File: src/rtl/bus_pkg.sv
// rtl/bus_pkg.sv - shared types and constants for the two-master bus arbiter
//
// Holds the device-ID enum used by the address decoder, the arbiter FSM state
// enum, the bus geometry constants and the default access timeout.
package bus_pkg;

    localparam int AW                     = 16;
    localparam int NUM_DEV                = 7;
    localparam int DEFAULT_TIMEOUT_CYCLES = 16;

    typedef enum logic [2:0] {
        DRAM  = 3'd0,
        DROM  = 3'd1,
        DMAT  = 3'd2,
        DINT  = 3'd3,
        DREG  = 3'd4,
        DEXEC = 3'd5,
        DSPI  = 3'd6,
        NONE  = 3'd7
    } dev_id_e;

    typedef enum logic [1:0] {
        IDLE   = 2'd0,
        ACCESS = 2'd1,
        DONE   = 2'd2
    } state_e;

endpackage

File: src/rtl/bus_decode.sv
// rtl/bus_decode.sv - address decoder mapping a bus address to a device ID
//
// Ports:
//   addr  in  AW  latched transaction address
//   wr    in  1   latched direction (1 = write)
//   rd    out 1   read strobe qualifier (~wr)
//   wr_o  out 1   write strobe qualifier (wr)
//   hit   out 1   address maps to a device
//   did   out 3   device ID, NONE on a miss
module bus_decode
    import bus_pkg::*;
(
    input  logic [AW-1:0] addr,
    input  logic          wr,
    output logic          rd,
    output logic          wr_o,
    output logic          hit,
    output dev_id_e       did
);

    always_comb begin
        rd   = ~wr;
        wr_o = wr;
        hit  = 1'b1;
        // Each device owns one 4 KB window selected by the top nibble.
        case (addr[15:12])
            4'h0:    did = DRAM;
            4'h1:    did = DROM;
            4'h2:    did = DMAT;
            4'h3:    did = DINT;
            4'h4:    did = DREG;
            4'h5:    did = DEXEC;
            4'h6:    did = DSPI;
            default: begin
                did = NONE;
                hit = 1'b0;
            end
        endcase
    end

endmodule

File: src/rtl/bus_arbiter.sv
// rtl/bus_arbiter.sv - two-master round-robin arbiter driving seven devices
//
// Optional feature macro: BUS_TIMEOUT_EN (abort ACCESS after TIMEOUT_CYCLES).
//
// Ports:
//   clk, rst            clock and synchronous active-high reset
//   m_req/m_wr          per-master request and direction
//   m_addr/m_wdata      per-master address and write data
//   m_gnt               one-hot grant for the whole transaction
//   m_done/m_err        one-cycle completion / error pulses
//   m_rdata             read data, valid with m_done
//   dev_sel             one-hot device select
//   dev_rd/dev_wr       device access strobes
//   dev_addr/dev_wdata  latched address and write data
//   dev_rdata/dev_ready selected device read data, per-device completion
module bus_arbiter
    import bus_pkg::*;
#(
    parameter int TIMEOUT_CYCLES = DEFAULT_TIMEOUT_CYCLES,
    parameter int DW             = 16
) (
    input  logic                 clk,
    input  logic                 rst,
    input  logic [1:0]           m_req,
    input  logic [1:0]           m_wr,
    input  logic [1:0][AW-1:0]   m_addr,
    input  logic [1:0][DW-1:0]   m_wdata,
    output logic [1:0]           m_gnt,
    output logic [1:0]           m_done,
    output logic [1:0]           m_err,
    output logic [DW-1:0]        m_rdata,
    output logic [NUM_DEV-1:0]   dev_sel,
    output logic                 dev_rd,
    output logic                 dev_wr,
    output logic [AW-1:0]        dev_addr,
    output logic [DW-1:0]        dev_wdata,
    input  logic [DW-1:0]        dev_rdata,
    input  logic [NUM_DEV-1:0]   dev_ready
);

    if (TIMEOUT_CYCLES < 1) begin : g_bad_timeout
        $error("TIMEOUT_CYCLES must be at least 1");
    end

    state_e          state_q, state_d;
    logic [1:0]      gnt_q, gnt_d;
    logic            idx_q, idx_d;      // master owning the current transaction
    logic            prio_q, prio_d;    // master favoured on a simultaneous request
    logic            wr_q, wr_d;
    logic [AW-1:0]   addr_q, addr_d;
    logic [DW-1:0]   wdata_q, wdata_d;
    logic [1:0]      done_q, done_d;
    logic [1:0]      err_q, err_d;
    logic [DW-1:0]   rdata_q, rdata_d;

`ifdef BUS_TIMEOUT_EN
    localparam int            TW       = $clog2(TIMEOUT_CYCLES + 1);
    localparam logic [TW-1:0] TMO_LAST = TW'(TIMEOUT_CYCLES - 1);
    logic [TW-1:0] tmo_q, tmo_d;
`endif

    logic               dec_rd, dec_wr, dec_hit;
    dev_id_e            dec_did;
    logic [NUM_DEV-1:0] sel_vec;
    logic               in_access;
    logic               ready_hit;
    logic               pick;

    bus_decode u_decode (
        .addr (addr_q),
        .wr   (wr_q),
        .rd   (dec_rd),
        .wr_o (dec_wr),
        .hit  (dec_hit),
        .did  (dec_did)
    );

    assign sel_vec   = dec_hit ? (NUM_DEV'(1) << dec_did) : '0;
    assign in_access = (state_q == ACCESS);
    // Masking with the select vector ignores ready from unselected devices.
    assign ready_hit = |(dev_ready & sel_vec);

    always_comb begin
        state_d = state_q;
        gnt_d   = gnt_q;
        idx_d   = idx_q;
        prio_d  = prio_q;
        wr_d    = wr_q;
        addr_d  = addr_q;
        wdata_d = wdata_q;
        done_d  = 2'b00;
        err_d   = 2'b00;
        rdata_d = rdata_q;
        pick    = 1'b0;
`ifdef BUS_TIMEOUT_EN
        tmo_d   = tmo_q;
`endif
        case (state_q)
            IDLE: begin
                gnt_d = 2'b00;
                if (|m_req) begin
                    pick    = (&m_req) ? prio_q : m_req[1];
                    idx_d   = pick;
                    gnt_d   = pick ? 2'b10 : 2'b01;
                    wr_d    = m_wr[pick];
                    addr_d  = m_addr[pick];
                    wdata_d = m_wdata[pick];
                    state_d = ACCESS;
`ifdef BUS_TIMEOUT_EN
                    tmo_d   = '0;
`endif
                end
            end
            ACCESS: begin
                if (!dec_hit) begin
                    state_d = DONE;
                    done_d  = gnt_q;
                    err_d   = gnt_q;
                    rdata_d = '0;
                end else if (ready_hit) begin
                    state_d = DONE;
                    done_d  = gnt_q;
                    rdata_d = dec_rd ? dev_rdata : '0;
                end
`ifdef BUS_TIMEOUT_EN
                else if (tmo_q == TMO_LAST) begin
                    state_d = DONE;
                    done_d  = gnt_q;
                    err_d   = gnt_q;
                    rdata_d = '0;
                end else begin
                    tmo_d = tmo_q + 1'b1;
                end
`endif
            end
            DONE: begin
                state_d = IDLE;
                gnt_d   = 2'b00;
                prio_d  = ~idx_q;
            end
            default: state_d = IDLE;
        endcase
    end

    always_ff @(posedge clk) begin
        if (rst) begin
            state_q <= IDLE;
            gnt_q   <= 2'b00;
            idx_q   <= 1'b0;
            prio_q  <= 1'b0;
            wr_q    <= 1'b0;
            addr_q  <= '0;
            wdata_q <= '0;
            done_q  <= 2'b00;
            err_q   <= 2'b00;
            rdata_q <= '0;
`ifdef BUS_TIMEOUT_EN
            tmo_q   <= '0;
`endif
        end else begin
            state_q <= state_d;
            gnt_q   <= gnt_d;
            idx_q   <= idx_d;
            prio_q  <= prio_d;
            wr_q    <= wr_d;
            addr_q  <= addr_d;
            wdata_q <= wdata_d;
            done_q  <= done_d;
            err_q   <= err_d;
            rdata_q <= rdata_d;
`ifdef BUS_TIMEOUT_EN
            tmo_q   <= tmo_d;
`endif
        end
    end

    assign m_gnt     = gnt_q;
    assign m_done    = done_q;
    assign m_err     = err_q;
    assign m_rdata   = rdata_q;
    assign dev_sel   = in_access ? sel_vec : '0;
    assign dev_rd    = in_access & dec_hit & dec_rd;
    assign dev_wr    = in_access & dec_hit & dec_wr;
    assign dev_addr  = addr_q;
    assign dev_wdata = wdata_q;

endmodule
File: config.mk
export PLATFORM = sky130hd
export DESIGN_NAME = bus_arbiter
export DESIGN_NICKNAME = d
export VERILOG_FILES = /design/src/rtl/bus_pkg.sv /design/src/rtl/bus_decode.sv /design/src/rtl/bus_arbiter.sv
export SDC_FILE = /design/constraint.sdc
export NUM_CORES = 1
export LEC_CHECK = 0
export ABC_AREA = 1
export CORE_MARGIN = 4
export CORE_UTILIZATION = 35
export DETAILED_ROUTE_END_ITERATION = 7
export MAX_ROUTING_LAYER = met4
export PLACE_DENSITY_LB_ADDON = 0.05
export SYNTH_ARGS = -nofsm -noshare
export SYNTH_HDL_FRONTEND = slang
export SYNTH_SLANG_ARGS = --single-unit
File: constraint.sdc
create_clock -name clk -period 2.82 [get_ports clk]
set_input_delay 0.564 -clock clk [delete_from_list [all_inputs] [get_ports clk]]
set_output_delay 0.564 -clock clk [all_outputs]
set_load 0.01 [all_outputs]
Yosys cells after proc, flatten, opt, wreduce, memory -nomap -nowiden --
Cells that the tools add are included. W data, S select, Z words.
Storage, ports and cells: input port bits 93, logic and storage cells 65, output and inout bits 63, flip-flop bits (word level) 59
Operators by class: eq/ne operators 11, bitwise logic cells 7, shift-type cells 1, reductions and logical operators 12, $lt $le $gt $ge 1, mux-type cells 23
Operator list (count):
- $mux W16 | 7
- $pmux W3 S7 | 1
- $mux W2 | 7
- $mux W7 | 2
- $reduce_or A7 Y1 | 2
- $eq A4 B3 Y1 const B | 3
- $eq A4 B2 Y1 const B | 2
- $pmux W2 S2 | 2
- $reduce_and A2 Y1 | 4
- $and A7 B7 Y7 | 1
- $shl A1 B3 Y7 const A | 1
- $eq A4 B1 Y1 const B | 1
- $logic_not A4 Y1 | 1
- $mux W1 | 4
- $reduce_or A2 Y1 | 2
- $and A1 B1 Y1 | 3
- $ne A3 B2 Y1 const B | 1
- $not A1 Y1 | 3
- $reduce_or A3 Y1 | 1
- $eq A2 B1 Y1 const B | 1
- $eq A2 B2 Y1 const B | 1
- $logic_not A2 Y1 | 1
- $lt A1 B2 Y1 const B | 1
- $ne A2 B1 Y1 const B | 1
- other kinds (2) | 2

Depth between registers and ports, before layout --
depth after elaboration 9, mapped depth 11, gate-level depth less buffers 10

Hierarchy --
Synthesis repeated with hierarchy kept, for this count alone.
Unflattened totals: cell total of the unflattened synthesis 391, area total of the unflattened synthesis 2824.0 um^2
By module, submodules not included:
- bus_arbiter | area each 2763.9 um^2, cells each 380, sequential area each 1181.1 um^2, instances 1
- bus_decode | area each 60.1 um^2, cells each 11, sequential area each 0.0 um^2, instances 1

Worst setup path after synthesis --
OpenSTA, ideal clock, no wires.
kind reg2out, from reg state_q[0], to out dev_sel[0], stages on the path, launching flop included 5, data required time 2256 ps, buffers on the path 0, data arrival time 1051 ps, path slack 1205 ps, path through dfxtp_1 -> inv_2 -> nor2_4 -> inv_2 -> nor4_1
Between the ends: word-level cells in the longest chain between the ends 2
RTL lines:
- start, declared | line bus_arbiter.sv:45 | state_e state_q, state_d;
- start signal, assigned | line bus_arbiter.sv:161 | state_q <= state_d;
- $eq A2 B1 Y1 | line bus_arbiter.sv:79 | assign in_access = (state_q == ACCESS);
- $mux W7 | line bus_arbiter.sv:181 | assign dev_sel = in_access ? sel_vec : '0;
- end, declared | line bus_arbiter.sv:32 | output logic [NUM_DEV-1:0] dev_sel,
Every way passes these cells.

Worst setup path in the final report --
from reg addr_q[15], in the netlist dev_addr[15], to out dev_wr
Between the ends: word-level cells in the longest chain between the ends 5, elaborated cells between the ends (all ways) 11, those cells by class 6 x eq/ne; 1 x mux; 2 x bitwise; 2 x reduce/logical
RTL lines:
- start, declared | line bus_arbiter.sv:50 | logic [AW-1:0] addr_q, addr_d;
- start signal, assigned | line bus_arbiter.sv:166 | addr_q <= addr_d;
- $eq A4 B1 Y1 (tied with other cells) | line bus_decode.sv:26 | case (addr[15:12])
- $reduce_or A7 Y1 (no source line) *
- $mux W1 * | line bus_decode.sv:26
- $and A1 B1 Y1 * (2 in series) | line bus_arbiter.sv:183 | assign dev_wr = in_access & dec_hit & dec_wr;
- end, declared | line bus_arbiter.sv:34 | output logic dev_wr,
Mark *: on every way between the ends. The rest lies on a longest branch, timed or not.

==> metrics.yaml <==
ctsHoldBuffers: 0
peakVddDrop_mv: 0.308
max-cap-violations: 0
r2r_start: "dev_addr[15]"
post_cts_buffers: 0
worstSetupPathType: "flop to primary output"
tns_ps: 0
grt_pass1_vias: 2960
syn_inst: 425
rows: 32
fillCellCount: 725
hold_path_class: "flop to flop"
syn_to_final_growth_pct: 67.6
syn_area_um2: 2820
post_cts_resize_count: 0
finalHoldViolCount: 0
setup_violations: 0
worstPathCellList: "nor2_4 -> inv_2 -> nand2_2 -> inv_2 -> nor3_1 -> clkdlybuf4s50_1"
pre_cts_ws_ps: 619
synth.net_count: 518
dp.cells: 667
max_stage_delay_ps: 580
drt_iter0_drc: 144
ys_top_cells_by_area: "dfxtp_1 42%, nand2_1 19%, nand3_1 10%"
path_delay_family: "buffers and inverters"
yosys_warnings: 0
synth.top_cell.area_share_pct: 42.0
rsz0062_at_grt: "false"
grt_max_degree: 36
io_buffers: 155
yosysMostFrequentCell: "nand2_1"
path_buf_inv: 3
track_usage_pct: 19.3
clock_sinks: 59
grt_pass1_wl_um: 14600
dieArea_um2: 9540
postSynthAreaPerCell_um2: 6.62
drv_slew: 0
ant_nets: 0
startpoint: "dev_addr[15]"
cts_buffer_depth: 2
clock_latency_ps: 340
cp_num_cells: 6
clock.fmax_ghz: 0.404
viasPerCell: 4.66
path_clk_slew_ps: 70
yosysSeqAreaShare_pct: 42.0
root_buffer: "clkbuf_8"
synth-edff-count: 0
reg2regPathDepth: 10
skew_ps: 9.04
worst_hold_path.num_cells: 1
core_area_um2: 7770
die_h_um: 97.7
routedWlPerCell_um: 13.2
critical_path.most_common_cell: "inv_2"
power_density_nw_per_um2: 634
leakage_nw: 2.09
wl_um: 9000
max_slew_margin_pct: 71.1
initial_utilization_pct: 36.2
layout_setup_ws_ps: 342
io_pins: 156
cp.arrival_ps: 1910
crit_path_top_delay_cell: "clkdlybuf4s50_1"
async_flop_share_pct: 0
period_share_pct: 87.9
gp_congestion: 0.791
vias: 3183
nets: 669
worst_pin_slew_ps: 432
yosys-top-cells-count: "144 x nand2_1, 59 x dfxtp_1, 59 x nand3_1"
min_period_ps: 2480
stdcell_count: 683
overflow: 0
synth_largest_area_cell: "dfxtp_1"
h-tree-depth: 3
cts_buffers: 9
antenna_found_initial: 0
drive_gt1_share_pct: 8.09
ys_ff_latch: 59
yosysUniqueCellTypes: 23
drtPass1Iterations: 6
min_from: "idx_q"
hpwl_um: 6480
drc: 0
status: "completed"
end_kind: "primary output"
synth_flop_cell: "dfxtp_1"
worstPathMaxFanout: 5
cts_tree: "done"
critPathRequiredTime_ps: 2260
die_x_um: 97.7
cp-start-kind: "flop"
antenna_cells: 0
[placed cells by master (no fill, tap or decap), types with 4 or more instances in the layout]
cell type        synthesis  final
clkdlybuf4s50_1          0    155
nand2_1                144    144
nand3_1                 59     59
inv_1                   42     42
clkbuf_8                 0     12
nor2_1                  28     28
nor2_4                   6      6
o21ai_0                 17     17
inv_2                    9      9
a21oi_1                  4      4
dfxtp_1                 59     59
a31oi_1                 14     14
buf_4                    0      6
[cells by family (layout without fill, tap and decap cells)]
group	count (synthesis)	count (layout)	share of synthesized area (%)
simple gates	253	253	39.7
flops	59	59	42.0
buf+inv	75	231	10.7
compound gates	38	38	7.64
[path summary, 6_finish.rpt]
check | endpoint | slack [ps]
hold / removal | prio_q | 430
setup / recovery | dev_wr | 340
setup reg to reg | m_rdata[13] | 1040
hold reg to reg | prio_q | 430
[final cells by class]
type                       count  area (um2)  share of cell area [%]
tap                          102         128                    2.71
inverter                      53         199                    4.22
sequential                    59        1180                    25.0
timing repair buffer         162        1620                    34.3
clock buffer                  12         165                    3.50
multi-input combinational    291        1330                    28.2
clock inverter                 4        95.1                    2.02
[registers in the layout (all words and copies together), names as in the netlist]
register and count:
idx_q 1, m_gnt 2, m_err 2, dev_wdata 16, m_done 2, m_rdata 16
dev_addr 16, state_q 2, prio_q 1, wr_q 1
[stage by stage]
stage	instance area, um2	utilization, %	power (mW)	hold slack [ps]
2_1_floorplan	2820	-	1.55	400
3_3_place_gp	4460	57.4	2.01	413
3_5_place_dp	4460	57.4	2.01	422
4_1_cts	4720	60.7	3.02	426
5_1_grt	4720	60.7	3.18	460
6_report	4720	60.7	2.99	425
[power breakdown]
group          leakage, nW  switching, mW  total [mW]  internal, mW
logic                 1.47          0.504       0.970         0.466
clock network        0.133          0.343        1.00         0.658
registers            0.486         0.0726        1.02         0.949
[layer usage]
metal	global-route usage [%]	part of all wire, %
met1	24.5	46
met2	30.3	47
met3	5.67	6.3
met4	5.01	1.1
met5	-	0
No activity file was read; power rests on OpenSTA's default activity.
